**src/rtl/fetch_queue_unit.sv**
```systemverilog
// Instruction-fetch front end: fetch PC, imem request port and a DEPTH-entry
// {pc, instruction} prefetch queue drained by decode through valid/ready.
module fetch_queue_unit #(
    parameter int unsigned ADDR_WIDTH = 32,
    parameter int unsigned DATA_WIDTH = 32,
    parameter int unsigned DEPTH = 4,
    parameter logic [ADDR_WIDTH-1:0] RESET_VECTOR = '0
) (
    input  logic                     clk_i,
    input  logic                     rst_ni,
    output logic                     imem_req_o,
    output logic [ADDR_WIDTH-1:0]    imem_addr_o,
    input  logic [DATA_WIDTH-1:0]    imem_rdata_i,
    input  logic                     redirect_i,
    input  logic [ADDR_WIDTH-1:0]    redirect_pc_i,
    output logic                     instr_valid_o,
    input  logic                     instr_ready_i,
    output logic [DATA_WIDTH-1:0]    instr_data_o,
    output logic [ADDR_WIDTH-1:0]    instr_pc_o,
    output logic [$clog2(DEPTH):0]   level_o
);

    localparam int unsigned PtrW = $clog2(DEPTH);
    localparam int unsigned LvlW = PtrW + 1;
    localparam logic [LvlW-1:0] LevelFull = LvlW'(DEPTH);

    logic [ADDR_WIDTH-1:0] fetch_pc_q, fetch_pc_d;
    logic [PtrW-1:0]       wr_ptr_q, wr_ptr_d;
    logic [PtrW-1:0]       rd_ptr_q, rd_ptr_d;
    logic [LvlW-1:0]       level_q, level_d;
    logic [ADDR_WIDTH-1:0] ent_pc_q   [DEPTH];
    logic [DATA_WIDTH-1:0] ent_data_q [DEPTH];

    logic push, pop;
    logic unused_redirect_lsb;

    // Target is word-aligned; the low bits are dropped on purpose.
    assign unused_redirect_lsb = ^redirect_pc_i[1:0];

    // Request is gated by rst_ni so it stays low for the whole reset window.
    assign imem_req_o    = rst_ni && !redirect_i && (level_q != LevelFull);
    assign imem_addr_o   = fetch_pc_q;
    assign instr_valid_o = (level_q != '0);
    assign level_o       = level_q;
    assign instr_data_o  = instr_valid_o ? ent_data_q[rd_ptr_q] : '0;
    assign instr_pc_o    = instr_valid_o ? ent_pc_q[rd_ptr_q] : '0;

    assign push = imem_req_o;
    assign pop  = instr_valid_o && instr_ready_i && !redirect_i;

    always_comb begin
        fetch_pc_d = fetch_pc_q;
        wr_ptr_d   = wr_ptr_q;
        rd_ptr_d   = rd_ptr_q;
        level_d    = level_q;
        if (redirect_i) begin
            fetch_pc_d = {redirect_pc_i[ADDR_WIDTH-1:2], 2'b00};
            wr_ptr_d   = '0;
            rd_ptr_d   = '0;
            level_d    = '0;
        end else begin
            if (push) begin
                fetch_pc_d = fetch_pc_q + ADDR_WIDTH'(4);
                wr_ptr_d   = wr_ptr_q + PtrW'(1);
            end
            if (pop) begin
                rd_ptr_d = rd_ptr_q + PtrW'(1);
            end
            case ({push, pop})
                2'b10:   level_d = level_q + LvlW'(1);
                2'b01:   level_d = level_q - LvlW'(1);
                default: level_d = level_q;
            endcase
        end
    end

    always_ff @(posedge clk_i or negedge rst_ni) begin
        if (!rst_ni) begin
            fetch_pc_q <= RESET_VECTOR;
            wr_ptr_q   <= '0;
            rd_ptr_q   <= '0;
            level_q    <= '0;
        end else begin
            fetch_pc_q <= fetch_pc_d;
            wr_ptr_q   <= wr_ptr_d;
            rd_ptr_q   <= rd_ptr_d;
            level_q    <= level_d;
        end
    end

    always_ff @(posedge clk_i or negedge rst_ni) begin
        if (!rst_ni) begin
            for (int i = 0; i < int'(DEPTH); i++) begin
                ent_pc_q[i]   <= '0;
                ent_data_q[i] <= '0;
            end
        end else if (push) begin
            ent_pc_q[wr_ptr_q]   <= fetch_pc_q;
            ent_data_q[wr_ptr_q] <= imem_rdata_i;
        end
    end

endmodule

```
**config.mk**
```make
export PLATFORM = sky130hd
export DESIGN_NAME = fetch_queue_unit
export DESIGN_NICKNAME = d
export VERILOG_FILES = /design/src/rtl/fetch_queue_unit.sv
export SDC_FILE = /design/constraint.sdc
export NUM_CORES = 1
export LEC_CHECK = 0
export CAP_MARGIN = 30
export CELL_PAD_IN_SITES_DETAIL_PLACEMENT = 1
export CELL_PAD_IN_SITES_GLOBAL_PLACEMENT = 2
export CORE_MARGIN = 10
export CORE_UTILIZATION = 42
export CTS_BUF_LIST = sky130_fd_sc_hd__clkbuf_4 sky130_fd_sc_hd__clkbuf_8 sky130_fd_sc_hd__clkbuf_16
export DETAILED_ROUTE_END_ITERATION = 8
export PLACE_DENSITY = 0.91
export SLEW_MARGIN = 0
export SYNTH_ARGS = -nofsm -noshare
export SYNTH_HDL_FRONTEND = slang
export SYNTH_SLANG_ARGS = --single-unit
```
**constraint.sdc**
```tcl
create_clock -name clk_i -period 5.7 [get_ports clk_i]
set_clock_uncertainty 0.15 [all_clocks]
set_input_delay 0.855 -clock clk_i [delete_from_list [all_inputs] [get_ports clk_i]]
set_output_delay 0.855 -clock clk_i [all_outputs]
set_load 0.005 [all_outputs]
```
# Word level (Yosys, flattened, before mapping)
# Cells that the tools add are included.
[totals] output_inout_bits=101 regBits=295 in_bits=68 wordCells=55
[classes] n_mux=20 n_lt_le_gt_ge=3 n_bitwise=2 eq_ne=3 reduce_logical=10 add_sub_neg=5
[ops] operator="2-to-1 mux 32 bit" count=9
[ops] operator="bitwise mux 128 bit" count=2
[ops] operator="binary-select mux 32 bit (select 2 bit)" count=2
[ops] operator="demux 32 bit (select 2 bit)" count=1
[ops] operator="adder 32 x 3 -> 32 bit (second input constant)" count=1
[ops] operator="2-to-1 mux 2 bit" count=4
[ops] operator="greater-or-equal comparator 3 bit (second input constant)" count=2
[ops] operator="inverter 2 -> 3 bit" count=2
[ops] operator="case mux 3 bit (2 select lines)" count=1
[ops] operator="nonzero test 3 bit" count=2
[ops] operator="logical AND 1 bit" count=5
[ops] operator="adder 2 x 1 -> 2 bit (second input constant)" count=2
[ops] operator="nonzero test 2 bit" count=2
[ops] operator="adder 3 x 1 -> 3 bit (second input constant)" count=1
[ops] operator="less-than comparator 3 x 1 -> 1 bit (second input constant)" count=1
[ops] operator="2-to-1 mux 3 bit" count=1
[ops] operator="!= test 3 bit (second input constant)" count=1
[ops] operator="subtractor 3 x 1 -> 3 bit (second input constant)" count=1
[ops] operator="== test 2 x 1 -> 1 bit (second input constant)" count=1
[ops] operator="== test 2 bit (second input constant)" count=1
[ops] operator="logical NOT 1 bit" count=1

# Depth between registers and ports, before layout
# Gate-level depths: netlist of run 1.
[logic_depth] ltp_word=6 ltp_mapped=8 mapped_depth_nobuf=6

# Worst setup path after synthesis of run 1
# OpenSTA, ideal clock, no wires.
[synth_timing] kind="reg2out" startpoint="register rd_ptr_q[0]" endpoint="output port instr_data_o[10]" path_stages_with_launch=5 required_time_ns=4.695 arrival_ns=1.682 n_path_buf=2 slack_ns=3.013 cell_sequence="dfrtp_1 -> clkbuf_1 -> buf_2 -> mux4_2 -> and2_1"
[synth_between] elab_chain_cells=5
[synth_lines] item="start: declaration" line_no="29" text="logic [PtrW-1:0] rd_ptr_q, rd_ptr_d;"
[synth_lines] item="start signal: assignment" line_no="86" text="rd_ptr_q <= rd_ptr_d;"
[synth_lines] item="inverter 2 -> 3 bit (implied by the code)" line_no="45" text="assign instr_data_o = instr_valid_o ? ent_data_q[rd_ptr_q] : '0;"
[synth_lines] item="binary-select mux 32 bit (select 2 bit)" line_no="45"
[synth_lines] item="2-to-1 mux 32 bit (implied by the code) (2 in a row)" line_no="45"
[synth_lines] item="2-to-1 mux 32 bit" line_no="45"
[synth_lines] item="end: declaration" line_no="18" text="output logic [DATA_WIDTH-1:0] instr_data_o,"
# No other way between the ends. The select of a mux whose other input is x is not followed.

# Worst setup path after layout of run 1
[layout_timing] startpoint="input port rst_ni" endpoint="output port imem_req_o"
[layout_between] elab_chain_cells=2
[layout_lines] item="start: declaration" line_no="10" text="input logic rst_ni,"
[layout_lines] item="logical AND 1 bit (2 in a row)" line_no="41" text="assign imem_req_o = rst_ni && !redirect_i && (level_q != LevelFull);"
[layout_lines] item="end: declaration" line_no="11" text="output logic imem_req_o,"
# No other way between the ends.

==> results.toml, run 1 <==
[outcome]
status = "complete, no violations"

[pwr]
p_leak_nw = 6.92
power_w = 0.00764
powerDensity_nw_per_um2 = 461
vdd_drop_max_mv = 0.240

[critical_path]
crit_path_end = "imem_req_o"
critical-path-top-delay-family = "buffers and inverters"
cp.arrival_ns = 3.11
crit_type = "input port to output pin"
path_cells = "buf_8, clkinv_1, nor3_2, clkdlybuf4s50_1"
reg2reg_depth = 6
cpMaxStageDelayCell = "clkdlybuf4s50_1"
r2r_end = "ent_data_q[89]$_DFFE_PN0P_"
critPathMaxFanout = 72
cp.depth = 4
worstSetupStartpointType = "input port"
cp.required_ns = 4.70
cpPeakStageDelay_ns = 0.73
r2r_setup_slack_ns = 2.83
startpoint = "rst_ni"
cp-end-kind = "output pin"
r2r_start = "level_o[2]$_DFFE_PN0P_"
crit_buf_inv = 3

[drt]
drt_first_pass_iters = 4
via_per_inst = 5.68
wl_per_cell_um = 23.9
antenna_left = 0
drt-total-wl_um = 36400
drc_errors = 0
drt_iter0_drc = 463
via_count = 8650

[yosys]
synth.area.mux_share_pct = 31.1
synth_xor_area_share_pct = 0.647
yosysUniqueCellTypes = 55
synthAdderAreaFrac_pct = 0.610
netlist.area_leader.share_pct = 52.7
yosysMostFrequentCell = "dfrtp_1"
yosys_warnings = 0
ys_seq_area_share_pct = 52.7
syn-cell-area_um2 = 13500
synthSimpleGateAreaFrac_pct = 8.46
synthTopCellsByArea = "dfrtp_1, mux2_2, mux4_2"
synth_cells = 960
synthArstFlopShare_pct = 100
postSynthAreaPerCell_um2 = 14.1
synth_edf_count = 0
yosys-top-cells-count = "dfrtp_1, mux2_2, and2_1, mux4_2, buf_2"
yosys.area.top_type = "dfrtp_1"
synth_compound_area_share_pct = 3.03
ys_ff_latch = 285
synthFlopType = "dfrtp_1"
synth_top_family_by_area = "multiplexers"

[floorplanning]
die_w_um = 200
pin_count = 169
row_count = 65
die_area_um2 = 39800
coreArea_um2 = 31700
die_y_um = 200
start_util_pct = 42.7

[sta]
worst_slew_pin_slew_ns = 1.06
hold_viol = 0
setup_viol = 0
fin_tns_setup_ns = 0
fin_crit_ns = 4.12
rsz0062_at_grt = "false"
slew_viol_final = 0
slew_headroom_pct = 29.6
post-route-period-util_pct = 72.2
fmax_mhz = 243

[clock_tree]
cts_tree = "yes"
htreeDepth = 2
clk_pin_slew_ns = 0.06
cts_made_buffers = 34
hold_buffers = 0
cts_setup_buffers = 0
clk_latency_ns = 0.51
cts_sinks = 285
cts_max_path_buffers = 3
root_buffer = "clkbuf_16"
cts_resized = 0

[grt]
grt_max_degree = 174
grt_pass1_vias = 9595
grt_pass1_wl_um = 57100
grt_use_total_pct = 18.4
grt.overflow.total = 0
antenna_found_initial = 0

[final_layout]
n_antenna_cell = 0
area_delta_synth_final_pct = 22.6
drive_above_1_share_pct = 35.9
fillers = 3118
nNetsFinal = 1169

[placement]
place_congestion = 0.771
dpl.hpwl_um = 23200
port_buffers = 162

[run]
cap_violations = 0

[hold_path]
holdCritPathClass = "input port to asynchronous set/reset pin"
layout by cell type (no fill, tap or decap), types with 17 or more instances in the layout:
| cell type | instances |
|---|---|
| or4_1 | 17 |
| dfrtp_1 | 283 |
| nor2_1 | 28 |
| mux4_2 | 62 |
| a31oi_1 | 22 |
| clkbuf_16 | 34 |
| clkdlybuf4s50_1 | 161 |
| nand2_1 | 21 |
| and2_1 | 62 |
| mux2_2 | 248 |
through the flow:
step,worst slack [ns],instances,area [um2],hold slack [ns],utilization [%]
after global placement,1.53,1456,15400,0.332,48.4
after floorplan,3.01,963,13500,0.324,-
after CTS,1.52,1522,16600,0.173,52.3
after global routing,1.43,1522,16600,0.191,52.3
after detailed placement,1.52,1461,15500,0.338,48.9
final,1.58,1522,16600,0.168,52.3
registers in the layout (all words and copies together) (netlist names):
register	cells
ent_data_q	128
ent_pc_q	120
imem_addr_o	30
level_o	3
rd_ptr_q	2
wr_ptr_q	2
worst min path at each step:
stage | startpoint | end | slack (ns) | depth (start not counted)
finish | rst_ni | level_o[1]$_DFFE_PN0P_ | 0.17 | 1
global route | rst_ni | level_o[1]$_DFFE_PN0P_ | 0.19 | 1
CTS | rst_ni | level_o[1]$_DFFE_PN0P_ | 0.17 | 1
detailed placement | ent_data_q[42]$_DFFE_PN0P_ | ent_data_q[42]$_DFFE_PN0P_ | 0.34 | 1
global placement | ent_data_q[45]$_DFFE_PN0P_ | ent_data_q[45]$_DFFE_PN0P_ | 0.33 | 1
floorplan | ent_data_q[32]$_DFFE_PN0P_ | ent_data_q[32]$_DFFE_PN0P_ | 0.32 | 1
worst register-to-register path, cell delays in order (launching register included):
cell and delay [ns]:
dfrtp_1 0.48, nor3b_1 0.19, buf_4 0.20, nor3_2 0.56
nand2_4 0.49, buf_16 0.36, mux2_2 0.32
where the power goes:
group	internal (W)	switching [W]
combinational	0.00150	0.000796
clock	0.00124	0.000835
sequential	0.00278	0.000486
cell families (layout without fill, tap and decap cells):
logic type,after synthesis,after routing
mux,312,312
xor+xnor,10,10
buf+inv,87,244
compound gates,64,64
flops,285,285
other cells,1,4
simple gates,195,195
fa+ha+maj,6,6
routing by layer:
layer  track usage (%)  vias to the layer above  routed length, um
met2              31.5                      174              18300
met3              3.89                       51               1890
li1                  -                     3815                  -
met5                 0                        -                  0
met4              4.46                        0                670
met1              23.4                     4610              15500
area by class of cell:
class | count | area, um2 | share of cell area [%]
Clock inverter | 10 | 72.6 | 0.437
Sequential cell | 285 | 7140 | 43.0
Multi-Input combinational cell | 591 | 5980 | 36.1
Clock buffer | 51 | 1020 | 6.12
Timing Repair Buffer | 174 | 1840 | 11.1
Inverter | 9 | 33.8 | 0.204
Tap cell | 402 | 503 | 3.03
Power figures use the tool's default switching activity.
==> inputs of run 2 (changes only) <==
--- a/config.mk
+++ b/config.mk
@@ -9,10 +9,10 @@
 export CELL_PAD_IN_SITES_DETAIL_PLACEMENT = 1
 export CELL_PAD_IN_SITES_GLOBAL_PLACEMENT = 2
 export CORE_MARGIN = 10
-export CORE_UTILIZATION = 42
+export CORE_UTILIZATION = 36
 export CTS_BUF_LIST = sky130_fd_sc_hd__clkbuf_4 sky130_fd_sc_hd__clkbuf_8 sky130_fd_sc_hd__clkbuf_16
 export DETAILED_ROUTE_END_ITERATION = 8
-export PLACE_DENSITY = 0.91
+export PLACE_DENSITY = 0.83
 export SLEW_MARGIN = 0
 export SYNTH_ARGS = -nofsm -noshare
 export SYNTH_HDL_FRONTEND = slang
==> constraint.sdc (replaced) <==
create_clock -name clk_i -period 3.6 [get_ports clk_i]
set_clock_uncertainty 0.15 [all_clocks]
set_input_delay 0.54 -clock clk_i [delete_from_list [all_inputs] [get_ports clk_i]]
set_output_delay 0.54 -clock clk_i [all_outputs]
set_load 0.005 [all_outputs]
==> run 2 against run 1 <==
Via count down 0.42%. Non-clock buffer count up 12. Power is 60% higher. Utilization is 6.7 points lower. Worst setup slack worse by 1.4 ns. Sequential cell count stayed put. Sequential power grew 56%. Largest power group unchanged. Highest routed layer is now met5.
==> results.toml, run 2 (synthesis results as in run 1) <==
[grt]
grt_max_degree = 72
grt_pass1_vias = 9663
grt.overflow.total = 0
grt_use_total_pct = 15.7
antenna_found_initial = 2
grt_pass1_wl_um = 57500

[sta]
slew_viol_final = 0
slew_headroom_pct = 36.0
fin_tns_setup_ns = 0
holdWs_ns = 0.347
hold_viol = 0
worst_slew_pin_slew_ns = 0.951
setup_viol = 0
fmax_mhz = 291
rsz0062_at_grt = "false"
post-route-period-util_pct = 95.5
fin_crit_ns = 3.44

[final_layout]
largest_reg_flops = 128
seq_area_um2 = 7140
layout.cells.non_filler = 1629
multi_input_area_um2 = 5980
nNetsFinal = 1181
mostFrequentLayoutCells = "dfrtp_1, mux2_2, clkdlybuf4s50_1"
n_antenna_cell = 0
final_cell_area_um2 = 16800
final_util_pct = 45.6
drive_above_1_share_pct = 36.1
top_register = "ent_data_q"
fillers = 3703
mostFrequentLayoutCell = "dfrtp_1"
area_delta_synth_final_pct = 24.1

[placement]
place_area_um2 = 15700
dpl.hpwl_um = 23900
port_buffers = 162
dp.cells = 1574
place_congestion = 0.758

[clock_tree]
clk_pin_slew_ns = 0.05
clk_latency_ns = 0.50
root_buffer = "clkbuf_16"
htreeDepth = 2
cts_sinks = 285
cts_resized = 0
cts_made_buffers = 34
cts_max_path_buffers = 3
cts_setup_buffers = 0
cts_tree = "yes"
hold_buffers = 1

[hold_path]
holdCritPathClass = "flip-flop to flip-flop"
min_to = "ent_data_q[15]$_DFFE_PN0P_"
whs_path_depth = 1
worstHoldStart = "ent_data_q[15]$_DFFE_PN0P_"

[outcome]
status = "complete, no violations"

[pwr]
combinationalPowerShare_pct = 30.3
clkPwrFrac_pct = 28.2
powerDensity_nw_per_um2 = 729
switchingPower_w = 0.00331
p_seq_share_pct = 41.5
sw_frac_of_total_pct = 27.0
p_leak_nw = 6.96
vdd_drop_max_mv = 0.396
internal_power_w = 0.00895

[critical_path]
r2r_start = "level_o[2]$_DFFE_PN0P_"
critPathMaxFanout = 25
r2r_setup_slack_ns = 1.06
r2r_end = "ent_data_q[32]$_DFFE_PN0P_"
worstSetupStartpointType = "input port"
cp-end-kind = "output pin"
cp.required_ns = 2.91
reg2reg_depth = 6
cp.arrival_ns = 2.75
crit_type = "input port to output pin"

[run]
cap_violations = 0

[floorplanning]
pin_count = 169
die_w_um = 214
start_util_pct = 36.7
coreArea_um2 = 36900
die_y_um = 214
row_count = 70
die_area_um2 = 45800

[drt]
via_per_inst = 5.29
wl_per_cell_um = 22.3
drt-total-wl_um = 36300
drc_errors = 0
drt_first_pass_iters = 4
antenna_left = 0
via_count = 8614
drt_iter0_drc = 395
## run 2: cell types whose count changed in the layout (fill, tap and decap cells not counted), sizes merged
| cell | before | now |
|---|---|---|
| buf | 13 | 24 |
| inv | 10 | 9 |
| bufinv | 0 | 2 |
| clkbuf | 51 | 47 |
| clkinvlp | 0 | 1 |
| clkinv | 9 | 4 |
| dlygate4sd3 | 0 | 1 |
## run 2: worst max-delay path: stages
cell and delay [ns]:
dlygate4sd3_1 0.63, buf_8 0.25, clkinv_1 0.30, nor3_2 0.23, buf_4 0.23, clkdlybuf4s50_1 0.54
## run 2: area by class of cell
cell class | count | area share, %
clock buffer | 47 | 6.15
clock inverter | 7 | 0.566
inverter | 9 | 0.201
multi-input combinational | 591 | 35.6
sequential | 285 | 42.5
tap | 504 | 3.75
timing repair buffer | 186 | 11.2
## run 2: layer usage
layer  GRT usage (%)  up-vias  part of all wire [%]
met3            3.28       52                   4.4
met1            19.9     4571                    43
met2            26.9      159                    51
li1                -     3828                     -
met4            3.36        4                   1.6
met5               0        -                 0.077
## run 2: worst max-delay path by stage
stage,from,to,slack (ns),cells past startpoint
2_1_floorplan,rd_ptr_q[0]$_DFFE_PN0P_,instr_data_o[10],1.23,4
3_3_place_gp,level_o[0]$_DFFE_PN0P_,instr_pc_o[3],0.74,5
3_5_place_dp,level_o[0]$_DFFE_PN0P_,instr_pc_o[3],0.68,5
4_1_cts,rst_ni,imem_req_o,0.10,6
6_report,rst_ni,imem_req_o,0.16,6
5_1_grt,rst_ni,imem_req_o,0.03,6
## run 2: metrics by stage
step | total power (W) | setup WS [ns]
after floorplan | 0.00724 | 1.23
after global placement | 0.00872 | 0.745
after detailed placement | 0.00893 | 0.684
after CTS | 0.0125 | 0.104
after global routing | 0.0130 | 0.0272
final | 0.0123 | 0.163
## run 2: power groups by stage
stage                     Sequential, W  Combinational (W)  Clock [W]
after floorplan                 0.00483            0.00241          0
after CTS                       0.00510            0.00381    0.00355
after global routing            0.00525            0.00404    0.00368
final                           0.00509            0.00371    0.00345
after global placement          0.00504            0.00368          0
after detailed placement        0.00514            0.00379          0
